===== config.mk =====
export PLATFORM = sky130hd
export DESIGN_NAME = mold_udp64_header_encoder_flat
export DESIGN_NICKNAME = d
export VERILOG_FILES = /design/src/rtl/mold_udp64_header_encoder_if.sv /design/src/rtl/mold_udp64_header_encoder.sv /design/src/flat_wrapper.sv
export SDC_FILE = /design/constraint.sdc
export NUM_CORES = 1
export LEC_CHECK = 0
export BUFFER_PORTS_ARGS = -buffer_cell sky130_fd_sc_hd__buf_2
export CORE_UTILIZATION = 40
export DETAILED_ROUTE_END_ITERATION = 12
export GPL_TIMING_DRIVEN = 0
export SYNTH_ARGS = -nofsm -noshare
export SYNTH_HDL_FRONTEND = slang
export SYNTH_SLANG_ARGS = --single-unit

===== constraint.sdc =====
create_clock -name clk -period 11.4 [get_ports clk]
set_input_delay 1.71 -clock clk [delete_from_list [all_inputs] [get_ports clk]]
set_output_delay 1.71 -clock clk [all_outputs]
set_load 0.01 [all_outputs]

===== src/rtl/mold_udp64_header_encoder_if.sv =====
// Header-encoder bus: scheduler request side, sequence load and the beat stream to the framer.
interface mold_udp64_header_encoder_if;
    localparam int unsigned SID_W  = 80;
    localparam int unsigned CNT_W  = 16;
    localparam int unsigned SEQ_W  = 64;
    localparam int unsigned DATA_W = 64;
    localparam int unsigned BEAT_W = 3;

    logic [SID_W-1:0]  sessionIdIn;
    logic [CNT_W-1:0]  msgCountIn;
    logic              start;
    logic              startReady;
    logic              seqLoad;
    logic [SEQ_W-1:0]  seqLoadValue;
    logic [DATA_W-1:0] dataOut;
    logic [BEAT_W-1:0] beatIndex;
    logic              outValid;
    logic              outReady;
    logic              done;
    logic [SEQ_W-1:0]  nextSeq;
    logic              sessionEnded;

    modport master (
        output sessionIdIn, msgCountIn, start, seqLoad, seqLoadValue, outReady,
        input  startReady, dataOut, beatIndex, outValid, done, nextSeq, sessionEnded
    );

    modport slave (
        input  sessionIdIn, msgCountIn, start, seqLoad, seqLoadValue, outReady,
        output startReady, dataOut, beatIndex, outValid, done, nextSeq, sessionEnded
    );
endinterface


===== src/rtl/mold_udp64_header_encoder.sv =====
// MoldUDP64 header beat generator with owned downstream sequence counter.
// Optional MOLD_HEARTBEAT_EN: self-issued heartbeat after HB_INTERVAL idle cycles.
module mold_udp64_header_encoder #(
    parameter int unsigned FIRST_BEAT = 5,
    parameter logic [63:0] SEQ_INIT   = 64'd1
`ifdef MOLD_HEARTBEAT_EN
    , parameter int unsigned HB_INTERVAL = 1000
`endif
) (
    input  logic                        clk,
    input  logic                        rst,
    mold_udp64_header_encoder_if.slave  bus
);
    localparam int unsigned SID_W  = 80;
    localparam int unsigned CNT_W  = 16;
    localparam int unsigned SEQ_W  = 64;
    localparam int unsigned BEAT_W = 3;
    localparam logic [CNT_W-1:0] CNT_END = 16'hFFFF;

    typedef enum logic [2:0] {ST_IDLE, ST_B0, ST_B1, ST_B2, ST_ENDED} state_t;

    state_t             state;
    logic [SID_W-1:32]  sid_hi;
    logic [CNT_W-1:0]   cnt;
    logic [SEQ_W-1:0]   seq;
    logic               auto_start;
    logic               launch;
    logic               beat_acc;
    logic [CNT_W-1:0]   launch_cnt;

`ifdef MOLD_HEARTBEAT_EN
    localparam int unsigned HB_W = 32;
    logic [HB_W-1:0] idle_cnt;

    assign auto_start = (state == ST_IDLE) && !bus.seqLoad &&
                        (idle_cnt == HB_W'(HB_INTERVAL - 1));

    // Idle-time counter; any packet start or sequence load restarts the interval
    always_ff @(posedge clk or posedge rst) begin
        if (rst)
            idle_cnt <= '0;
        else if (state != ST_IDLE || launch || bus.seqLoad)
            idle_cnt <= '0;
        else
            idle_cnt <= idle_cnt + HB_W'(1);
    end
`else
    assign auto_start = 1'b0;
`endif

    assign bus.startReady = (state == ST_IDLE) && !bus.seqLoad && !auto_start;
    assign launch         = (bus.start && bus.startReady) || auto_start;
    assign launch_cnt     = auto_start ? '0 : bus.msgCountIn;
    assign beat_acc       = bus.outValid && bus.outReady;

    // Header FSM; B0 data is formed from the live inputs at accept so it is ready next cycle
    always_ff @(posedge clk or posedge rst) begin
        if (rst) begin
            state            <= ST_IDLE;
            sid_hi           <= '0;
            cnt              <= '0;
            seq              <= '0;
            bus.dataOut      <= '0;
            bus.beatIndex    <= '0;
            bus.outValid     <= 1'b0;
            bus.done         <= 1'b0;
            bus.sessionEnded <= 1'b0;
            bus.nextSeq      <= SEQ_INIT;
        end else begin
            bus.done <= 1'b0;
            case (state)
                ST_IDLE: begin
                    if (bus.seqLoad) begin
                        bus.nextSeq <= bus.seqLoadValue;
                    end else if (launch) begin
                        sid_hi        <= bus.sessionIdIn[SID_W-1:32];
                        cnt           <= launch_cnt;
                        seq           <= bus.nextSeq;
                        bus.dataOut   <= {bus.sessionIdIn[31:0], 32'h0};
                        bus.beatIndex <= BEAT_W'(FIRST_BEAT);
                        bus.outValid  <= 1'b1;
                        state         <= ST_B0;
                    end
                end
                ST_B0: begin
                    if (beat_acc) begin
                        bus.dataOut   <= {seq[15:0], sid_hi};
                        bus.beatIndex <= BEAT_W'(FIRST_BEAT + 1);
                        state         <= ST_B1;
                    end
                end
                ST_B1: begin
                    if (beat_acc) begin
                        bus.dataOut   <= {cnt, seq[SEQ_W-1:16]};
                        bus.beatIndex <= BEAT_W'(FIRST_BEAT + 2);
                        state         <= ST_B2;
                    end
                end
                ST_B2: begin
                    if (beat_acc) begin
                        bus.dataOut   <= '0;
                        bus.beatIndex <= '0;
                        bus.outValid  <= 1'b0;
                        bus.done      <= 1'b1;
                        if (cnt == CNT_END) begin
                            bus.sessionEnded <= 1'b1;
                            state            <= ST_ENDED;
                        end else begin
                            // Heartbeat (cnt=0) leaves the sequence where it is
                            bus.nextSeq <= bus.nextSeq + SEQ_W'(cnt);
                            state       <= ST_IDLE;
                        end
                    end
                end
                ST_ENDED: begin
                    if (bus.seqLoad) begin
                        bus.nextSeq      <= bus.seqLoadValue;
                        bus.sessionEnded <= 1'b0;
                        state            <= ST_IDLE;
                    end
                end
                default: state <= ST_IDLE;
            endcase
        end
    end
endmodule


===== src/flat_wrapper.sv =====
// flat-port wrapper written by rule: the top's interface ports become plain ports
module mold_udp64_header_encoder_flat 
#(
    parameter int unsigned FIRST_BEAT = 5,
    parameter logic [63:0] SEQ_INIT   = 64'd1

)
  (clk, rst, bus_sessionIdIn, bus_msgCountIn, bus_start, bus_seqLoad, bus_seqLoadValue, bus_outReady, bus_startReady, bus_dataOut, bus_beatIndex, bus_outValid, bus_done, bus_nextSeq, bus_sessionEnded);
  mold_udp64_header_encoder_if bus_i ();
  input  logic clk;
  input  logic rst;
  input wire logic [$bits(bus_i.sessionIdIn)-1:0] bus_sessionIdIn;
  input wire logic [$bits(bus_i.msgCountIn)-1:0] bus_msgCountIn;
  input wire logic [$bits(bus_i.start)-1:0] bus_start;
  input wire logic [$bits(bus_i.seqLoad)-1:0] bus_seqLoad;
  input wire logic [$bits(bus_i.seqLoadValue)-1:0] bus_seqLoadValue;
  input wire logic [$bits(bus_i.outReady)-1:0] bus_outReady;
  output wire logic [$bits(bus_i.startReady)-1:0] bus_startReady;
  output wire logic [$bits(bus_i.dataOut)-1:0] bus_dataOut;
  output wire logic [$bits(bus_i.beatIndex)-1:0] bus_beatIndex;
  output wire logic [$bits(bus_i.outValid)-1:0] bus_outValid;
  output wire logic [$bits(bus_i.done)-1:0] bus_done;
  output wire logic [$bits(bus_i.nextSeq)-1:0] bus_nextSeq;
  output wire logic [$bits(bus_i.sessionEnded)-1:0] bus_sessionEnded;
  assign bus_i.sessionIdIn = bus_sessionIdIn;
  assign bus_i.msgCountIn = bus_msgCountIn;
  assign bus_i.start = bus_start;
  assign bus_i.seqLoad = bus_seqLoad;
  assign bus_i.seqLoadValue = bus_seqLoadValue;
  assign bus_i.outReady = bus_outReady;
  assign bus_startReady = bus_i.startReady;
  assign bus_dataOut = bus_i.dataOut;
  assign bus_beatIndex = bus_i.beatIndex;
  assign bus_outValid = bus_i.outValid;
  assign bus_done = bus_i.done;
  assign bus_nextSeq = bus_i.nextSeq;
  assign bus_sessionEnded = bus_i.sessionEnded;
  mold_udp64_header_encoder #(.FIRST_BEAT(FIRST_BEAT), .SEQ_INIT(SEQ_INIT)) u_core (.clk(clk), .rst(rst), .bus(bus_i));
endmodule

---- Word level (Yosys, flattened, before mapping) ----
Cells that the tools add are included.
word-level totals
  bits of input ports ..................... 165
  register bits after elaboration ......... 265
  output and inout bits ................... 135
  word-level logic and storage cells ...... 76
cells by class
  reduce and logical (&&, ||, !) cells .... 16
  multiplexer cells ....................... 34
  equal/unequal tests ..................... 14
  $add $sub $neg .......................... 1
  bitwise gates (word level) .............. 1
operators with widths
  cell                                                                      count
  64-bit 2-to-1 mux                                                         8
  64-bit one-hot mux with 4 select lines                                    1
  64-bit one-hot mux with 2 select lines                                    1
  64-bit by 16-bit adder with 64-bit output                                 1
  3-bit 2-to-1 mux                                                          12
  16-bit equality test (second input constant)                              1
  3-bit one-hot mux with 5 select lines                                     1
  2-bit by 1-bit inequality test with 1-bit output (second input constant)  6
  3-bit one-hot mux with 4 select lines                                     1
  4-bit AND reduction                                                       3
  6-bit AND reduction                                                       2
  1-bit 2-to-1 mux                                                          8
  3-bit by 2-bit equality test with 1-bit output (second input constant)    2
  2-bit inequality test (second input constant)                             3
  2-bit nonzero test                                                        3
  1-bit one-hot mux with 2 select lines                                     2
  4-bit nonzero test                                                        1
  3-bit by 1-bit equality test with 1-bit output (second input constant)    1
  3-bit equality test (second input constant)                               1
  1-bit logical AND                                                         3
  3-bit logical NOT                                                         1
  3-bit AND reduction                                                       1
  2-bit OR reduction                                                        1
  1-bit logical NOT                                                         1
  1-bit NOT                                                                 1

---- Longest topological paths before layout ----
Gate-level depths: netlist (run 1).
  depth after elaboration ................. 6
  depth in mapped cells ................... 10
  depth with buffers taken out ............ 9

---- Least setup slack after synthesis (run 1) ----
No wires, ideal clock.
  path type ............................... in2out
  start ................................... input port bus_seqLoad
  end ..................................... output port bus_startReady
  cell stages on the path ................. 1
  path buffers ............................ 0
  arrival ................................. 2.047 ns
  required time ........................... 9.690 ns
  path slack .............................. 7.643 ns
  cells stage by stage .................... nor3_1
between the ends
  cells in the longest elaborated chain, start to end .. 2
RTL lines
  element            RTL line                         RTL
  start, declared    flat_wrapper.sv:15               input wire logic [$bits(bus_i.seqLoad)-1:0] bus_seqLoad;
  1-bit logical NOT  mold_udp64_header_encoder.sv:51  assign bus.startReady = (state == ST_IDLE) && !bus.seqLoad && !auto_start;
  1-bit logical AND  mold_udp64_header_encoder.sv:51
  end, declared      flat_wrapper.sv:18               output wire logic [$bits(bus_i.startReady)-1:0] bus_startReady;
Every way passes these cells.

---- Worst setup path after layout (run 1) ----
Ends and elaborated chain as after synthesis.

==> results of run 1 <==
[cell families (layout without fill, tap and decap cells)]
| group | count (synthesis) | in the layout | share of synthesized area (%) |
|---|---|---|---|
| simple gates | 398 | 398 | 15.3 |
| compound gates | 384 | 384 | 17.8 |
| flops | 265 | 265 | 50.2 |
| mux | 127 | 127 | 10.8 |
| buf+inv | 108 | 465 | 3.36 |
| fa+ha+maj | 17 | 17 | 1.67 |
| xor+xnor | 13 | 13 | 0.861 |
| other cells | 0 | 5 | 0 |
[report_power, final]
| part | internal, mW | switching [mW] |
|---|---|---|
| clock | 0.692 | 0.413 |
| combinational | 0.976 | 1.44 |
| sequential | 1.41 | 0.413 |
[critical path, stage by stage]
cell and delay, ns:
buf_2 0.14, nor3_1 0.24, buf_2 0.22
[worst paths after layout]
kind,startpoint,endpoint,slack (ns),cells after the start
max in group asynchronous,rst,u_core.sid_hi[67]$_DFFE_PP0P_,8.82,4
worst min register to register,u_core.seq[51]$_DFFE_PP0P_,u_core.seq[51]$_DFFE_PP0P_,0.49,2
worst max-delay path,bus_seqLoad,bus_startReady,7.38,3
worst max register to register,u_core.state[0]$_DFFE_PP0P_,u_core.bus.dataOut[46]$_DFFE_PP0P_,7.95,8
min in group asynchronous,rst,u_core.bus.dataOut[10]$_DFFE_PP0P_,1.23,2
worst min-delay path,u_core.seq[51]$_DFFE_PP0P_,u_core.seq[51]$_DFFE_PP0P_,0.49,2
[area by class of cell]
class	count	area, µm²
Sequential cell	265	6630
Timing Repair Buffer	301	1550
Inverter	13	56.3
Tap cell	442	553
Antenna cell	5	12.5
Clock inverter	18	278
Clock buffer	38	862
Buffer	95	395
Fill cell	3135	16100
Multi-Input combinational cell	939	6140
[sequential cells by signal (all words and copies together) (netlist names)]
register / count
u_core.bus.beatIndex: 3
u_core.bus.dataOut: 64
u_core.bus.done: 1
u_core.bus.nextSeq: 64
u_core.bus.outValid: 1
u_core.bus.sessionEnded: 1
u_core.cnt: 16
u_core.seq: 64
u_core.sid_hi: 48
u_core.state: 3
[metal layers]
layer  vias up  wire (µm)
met5         -         54
met4        10       1080
met3        69       3460
met2       468      21100
met1      5839      20500
li1       5460          -
[through the flow]
stage	instance area, µm²	power (mW)	cells
after global placement	15300	4.19	2053
after global routing	16500	5.71	2114
after CTS	16500	5.36	2111
after detailed placement	15300	4.23	2055
after floorplan	13200	3.33	1312
final	16500	5.35	2116
[synth_stat cells (3+ instances only)]
cell,instances
a211oi_1,5
a21o_1,4
a21oi_1,197
a22oi_1,37
a2bb2oi_1,8
a311oi_1,4
a31o_2,3
a31oi_1,17
a41oi_1,4
and2_1,7
and3_1,17
and4_1,6
buf_1,16
buf_2,28
clkbuf_1,50
dfrtp_1,264
ha_1,16
inv_1,13
mux2_2,125
nand2_1,73
nand2b_1,25
nand3_1,31
nand3b_1,24
nand4_1,21
nor2_1,132
nor2b_1,17
nor3_1,13
nor3b_1,4
nor4_1,5
o211ai_1,4
o21a_1,5
o21ai_0,47
o22a_1,5
o22ai_1,8
o311ai_0,3
or2_2,4
or3_1,8
xnor2_1,5
xor2_1,8
==> results_dict.tcl, run 1 <==
set metrics [dict create \
    tightestPinTransition_ns 0.951 \
    crit_type "input port to primary output" \
    grt_pass1_wl_mm 69.6 \
    die_area_mm2 0.0338 \
    rows 66 \
    fin_crit_sh_pct 35.3 \
    hp-class "flop to flop" \
    setup_tns_ns 0 \
    grt_max_degree 98 \
    synth_cell_types 76 \
    die_h_um 184 \
    synth_nets 1494 \
    die_x_um 184 \
    routed_via_density 5.60 \
    cts_setup_buffers 0 \
    grt-ovfl-total 0 \
    path_clk_slew_ns 0.06 \
    cts_resized 0 \
    setup_violations 0 \
    final_common_cell "buf_2" \
    fmax_ghz 0.249 \
    timing.hold.ws_ns 0.493 \
    grt_use_met3_pct 5.90 \
    synth-seq-cells 265 \
    routed_wl_mm 46.2 \
    fin_ws_ns 7.38 \
    drc 0 \
    synth_edf_count 0 \
    grt_usage_pct 27.1 \
    avgSynthCellArea_um2 10.1 \
    cp.required_ns 9.69 \
    grt_use_met1_pct 36.7 \
    worst_clock_skew_ns 0.0166 \
    cp-end-kind "primary output" \
    place_hpwl_mm 33.6 \
    maxCapViolations 0 \
    layout_common_cells "327 x buf_2, 264 x dfrtp_1, 197 x a21oi_1" \
    start_util_pct 40.6 \
    power.leakage_nw 7.25 \
    antenna_left 0 \
    cts-hold-fix-buffers 0 \
    routedWlPerCell_um 21.8 \
    worstSetupStartpointType "input port" \
    synth_warnings 0 \
    synth-seq-area-share_pct 50.2 \
    cp_max_fo 7 \
    outcome "finished, final reports clean" \
    antenna_found_initial 9 \
    drtIter0Drc 764 \
    place_ws_ns 7.16 \
    pin_count 300 \
    arrival_ns 2.31 \
    h-tree-depth 1 \
    nets 1827 \
    synthTopCellsByArea "dfrtp_1 50%, mux2_2 11%, a21oi_1 7.5%" \
    fin_crit_ns 4.02 \
    ys.flop_type "dfrtp_1" \
    p_per_area_mw_per_mm2 324 \
    ir_drop_mv 0.144 \
    clock_sinks 265 \
    yosysTopAreaCellShare_pct 50.0 \
    clk-insertion-delay-late_ns 0.56 \
    final_util_pct 50.7 \
    gp_congestion 0.910 \
    cts_buffers 30 \
    drive_gt1_share_pct 32.1 \
    cts_tree "done" \
    synthesis.area_mm2 0.0132 \
    portBuffers 299 \
    synth_top_area_cell "dfrtp_1" \
    rsz0062_at_grt "false" \
    area_delta_synth_final_pct 24.7 \
    netlist_instances 1312 \
    grt_busiest_layer "met2" \
    grt_use_met2_pct 43.2 \
    cts-root-buf "clkbuf_16" \
    slew_headroom_pct 36.6 \
    grt_pass1_vias 11700 \
    hold_viol 0 \
    synthArstFlopShare_pct 100 \
    vias 11800 \
    slew_viol_final 0 \
    clockBufferDepth 3 \
    first_pass_iters 5 \
    core-area_mm2 0.0325 \
]
Power figures use the tool's default switching activity.
==> inputs of run 2 (changes only) <==
==> constraint.sdc (replaced) <==
create_clock -name clk -period 4.19 [get_ports clk]
set_input_delay 0.6285 -clock clk [delete_from_list [all_inputs] [get_ports clk]]
set_output_delay 0.6285 -clock clk [all_outputs]
set_load 0.01 [all_outputs]
==> results_dict.tcl, run 2 (synthesized netlist as in run 1, its figures left out) <==
set metrics [dict create \
    outcome "finished, final reports clean" \
    antenna_left 0 \
    worstSetupStartpointType "flop" \
    p_per_area_mw_per_mm2 874 \
    rsz0062_at_grt "false" \
    start_util_pct 40.6 \
    h-tree-depth 1 \
    pwr-share-seq_pct 34.6 \
    place_hpwl_mm 34.2 \
    largestRegisters "u_core.bus.dataOut (64), u_core.bus.nextSeq (64), u_core.seq (64)" \
    cp_max_fo 10 \
    final_area_mm2 0.0165 \
    maxCapViolations 0 \
    cts-hold-fix-buffers 0 \
    cp-end-kind "flop" \
    first_pass_iters 5 \
    cts_tree "done" \
    finalPower_mw 14.4 \
    path_clk_slew_ns 0.07 \
    arrival_ns 3.93 \
    fin_crit_sh_pct 84.1 \
    cts_setup_buffers 0 \
    p_switching_mw 6.15 \
    r2r-end "u_core.bus.dataOut[5]$_DFFE_PP0P_" \
    slowest_stage "a21oi_1" \
    ff2ff_path_depth 7 \
    nets 1833 \
    pin_count 300 \
    crit_path_cell_trace "clkbuf_1 -> nor2_1 -> nand3b_1 -> a21oi_1 -> buf_2 -> buf_1 -> a21oi_1" \
    drtIter0Drc 806 \
    crit_start "u_core.state[0]$_DFFE_PP0P_" \
    clock_sinks 265 \
    layout_common_cells "327 x buf_2, 264 x dfrtp_1, 197 x a21oi_1" \
    gp_congestion 0.899 \
    swShare_pct 42.6 \
    grt_pass1_wl_mm 69.6 \
    cts-root-buf "clkbuf_16" \
    critPathTopFamily "buffers and inverters" \
    r2r-start "u_core.state[0]$_DFFE_PP0P_" \
    routed_wl_mm 46.0 \
    slew_headroom_pct 28.1 \
    hold_viol 0 \
    clockBufferDepth 3 \
    reg2reg_slack_ns 0.67 \
    fin_crit_ns 3.52 \
    endpoint "u_core.bus.dataOut[5]$_DFFE_PP0P_" \
    drive_gt1_share_pct 31.9 \
    tightestPinTransition_ns 1.08 \
    clkPwrFrac_pct 19.9 \
    power.leakage_nw 7.25 \
    cp_slowest_stage_delay_ns 0.87 \
    grt_max_degree 42 \
    grt_pass1_vias 11500 \
    clk-insertion-delay-late_ns 0.57 \
    die_area_mm2 0.0338 \
    ir_drop_mv 0.414 \
    p_comb_share_pct 45.6 \
    rows 66 \
    cts_resized 0 \
    die_h_um 184 \
    die_x_um 184 \
    crit_top_cell "a21oi_1" \
    internal_power_mw 8.27 \
    worst_clock_skew_ns 0.0119 \
    fillers 3142 \
    place_area_mm2 0.0154 \
    grt-ovfl-total 0 \
    fmax_ghz 0.284 \
    drc 0 \
    path_buf_inv 3 \
    grt_usage_pct 27.1 \
    area_delta_synth_final_pct 24.8 \
    final_common_cell "buf_2" \
    hp-class "input port to async pin" \
    setup_violations 0 \
    register_area_mm2 0.00663 \
    multi_input_area_mm2 0.00614 \
    antenna_found_initial 9 \
    vias 11800 \
    routedWlPerCell_um 21.7 \
    crit_type "flop to flop" \
    portBuffers 299 \
    critical_path_depth 7 \
    cts_buffers 31 \
    routed_via_density 5.56 \
    core-area_mm2 0.0325 \
    cp.required_ns 4.60 \
    slew_viol_final 0 \
]
[run 2: changes by cell type in the layout (fill, tap and decap cells not counted), sizes merged]
cell / before / now
clkbuf: 88 / 95
buf: 346 / 351
clkinv: 8 / 3
bufinv: 7 / 5
diode: 5 / 3
clkinvlp: 2 / 3
[run 2: stage by stage]
step	hold WS (ns)	TNS [ns]	worst slack (ns)	instances	utilization, %
floorplan	0.450	0	0.0648	1312	-
global placement	0.473	-458.35	-1.77	2053	46.9
detailed placement	0.481	0	0.691	2060	47.4
CTS	0.0111	0	0.660	2117	50.7
global route	0.0235	0	0.457	2119	50.7
finish	0.0124	0	0.667	2120	50.7
[run 2: power by group through the flow]
stage,Combinational (mW),Clock [mW],Sequential (mW)
after floorplan,4.12,0,4.94
after global placement,6.42,0,4.97
after detailed placement,6.51,0,5.01
after CTS,6.56,2.92,4.97
after global routing,7.25,3.02,5.15
final,6.57,2.86,4.98
[run 2: cell type report]
cell class,instances,area share [%]
diodes,3,0.0455
well taps,442,3.35
clock buffers,45,5.32
plain buffers,95,2.40
multi-input cells,939,37.2
clock inverters,12,1.22
repair buffers,306,9.92
flip-flops and latches,265,40.2
inverters,13,0.318
[run 2: how the worst min path moves through the flow]
stage	from	endpoint	slack, ns	depth (start not counted)
2_1_floorplan	u_core.seq[49]$_DFFE_PP0P_	u_core.seq[49]$_DFFE_PP0P_	0.45	2
3_3_place_gp	u_core.seq[51]$_DFFE_PP0P_	u_core.seq[51]$_DFFE_PP0P_	0.47	2
3_5_place_dp	u_core.seq[51]$_DFFE_PP0P_	u_core.seq[51]$_DFFE_PP0P_	0.48	2
4_1_cts	rst	u_core.sid_hi[38]$_DFFE_PP0P_	0.01	2
5_1_grt	rst	u_core.sid_hi[37]$_DFFE_PP0P_	0.02	2
6_report	rst	u_core.bus.dataOut[10]$_DFFE_PP0P_	0.01	2
[run 2: layer usage]
layer  track usage [%]  vias to the layer above  part of all wire, %
li1                  -                     5450                    -
met1              37.2                     5815                   44
met2              44.4                      441                   47
met3              5.67                       66                  7.0
met4              4.90                       12                  1.4
met5                 0                        -                 0.18
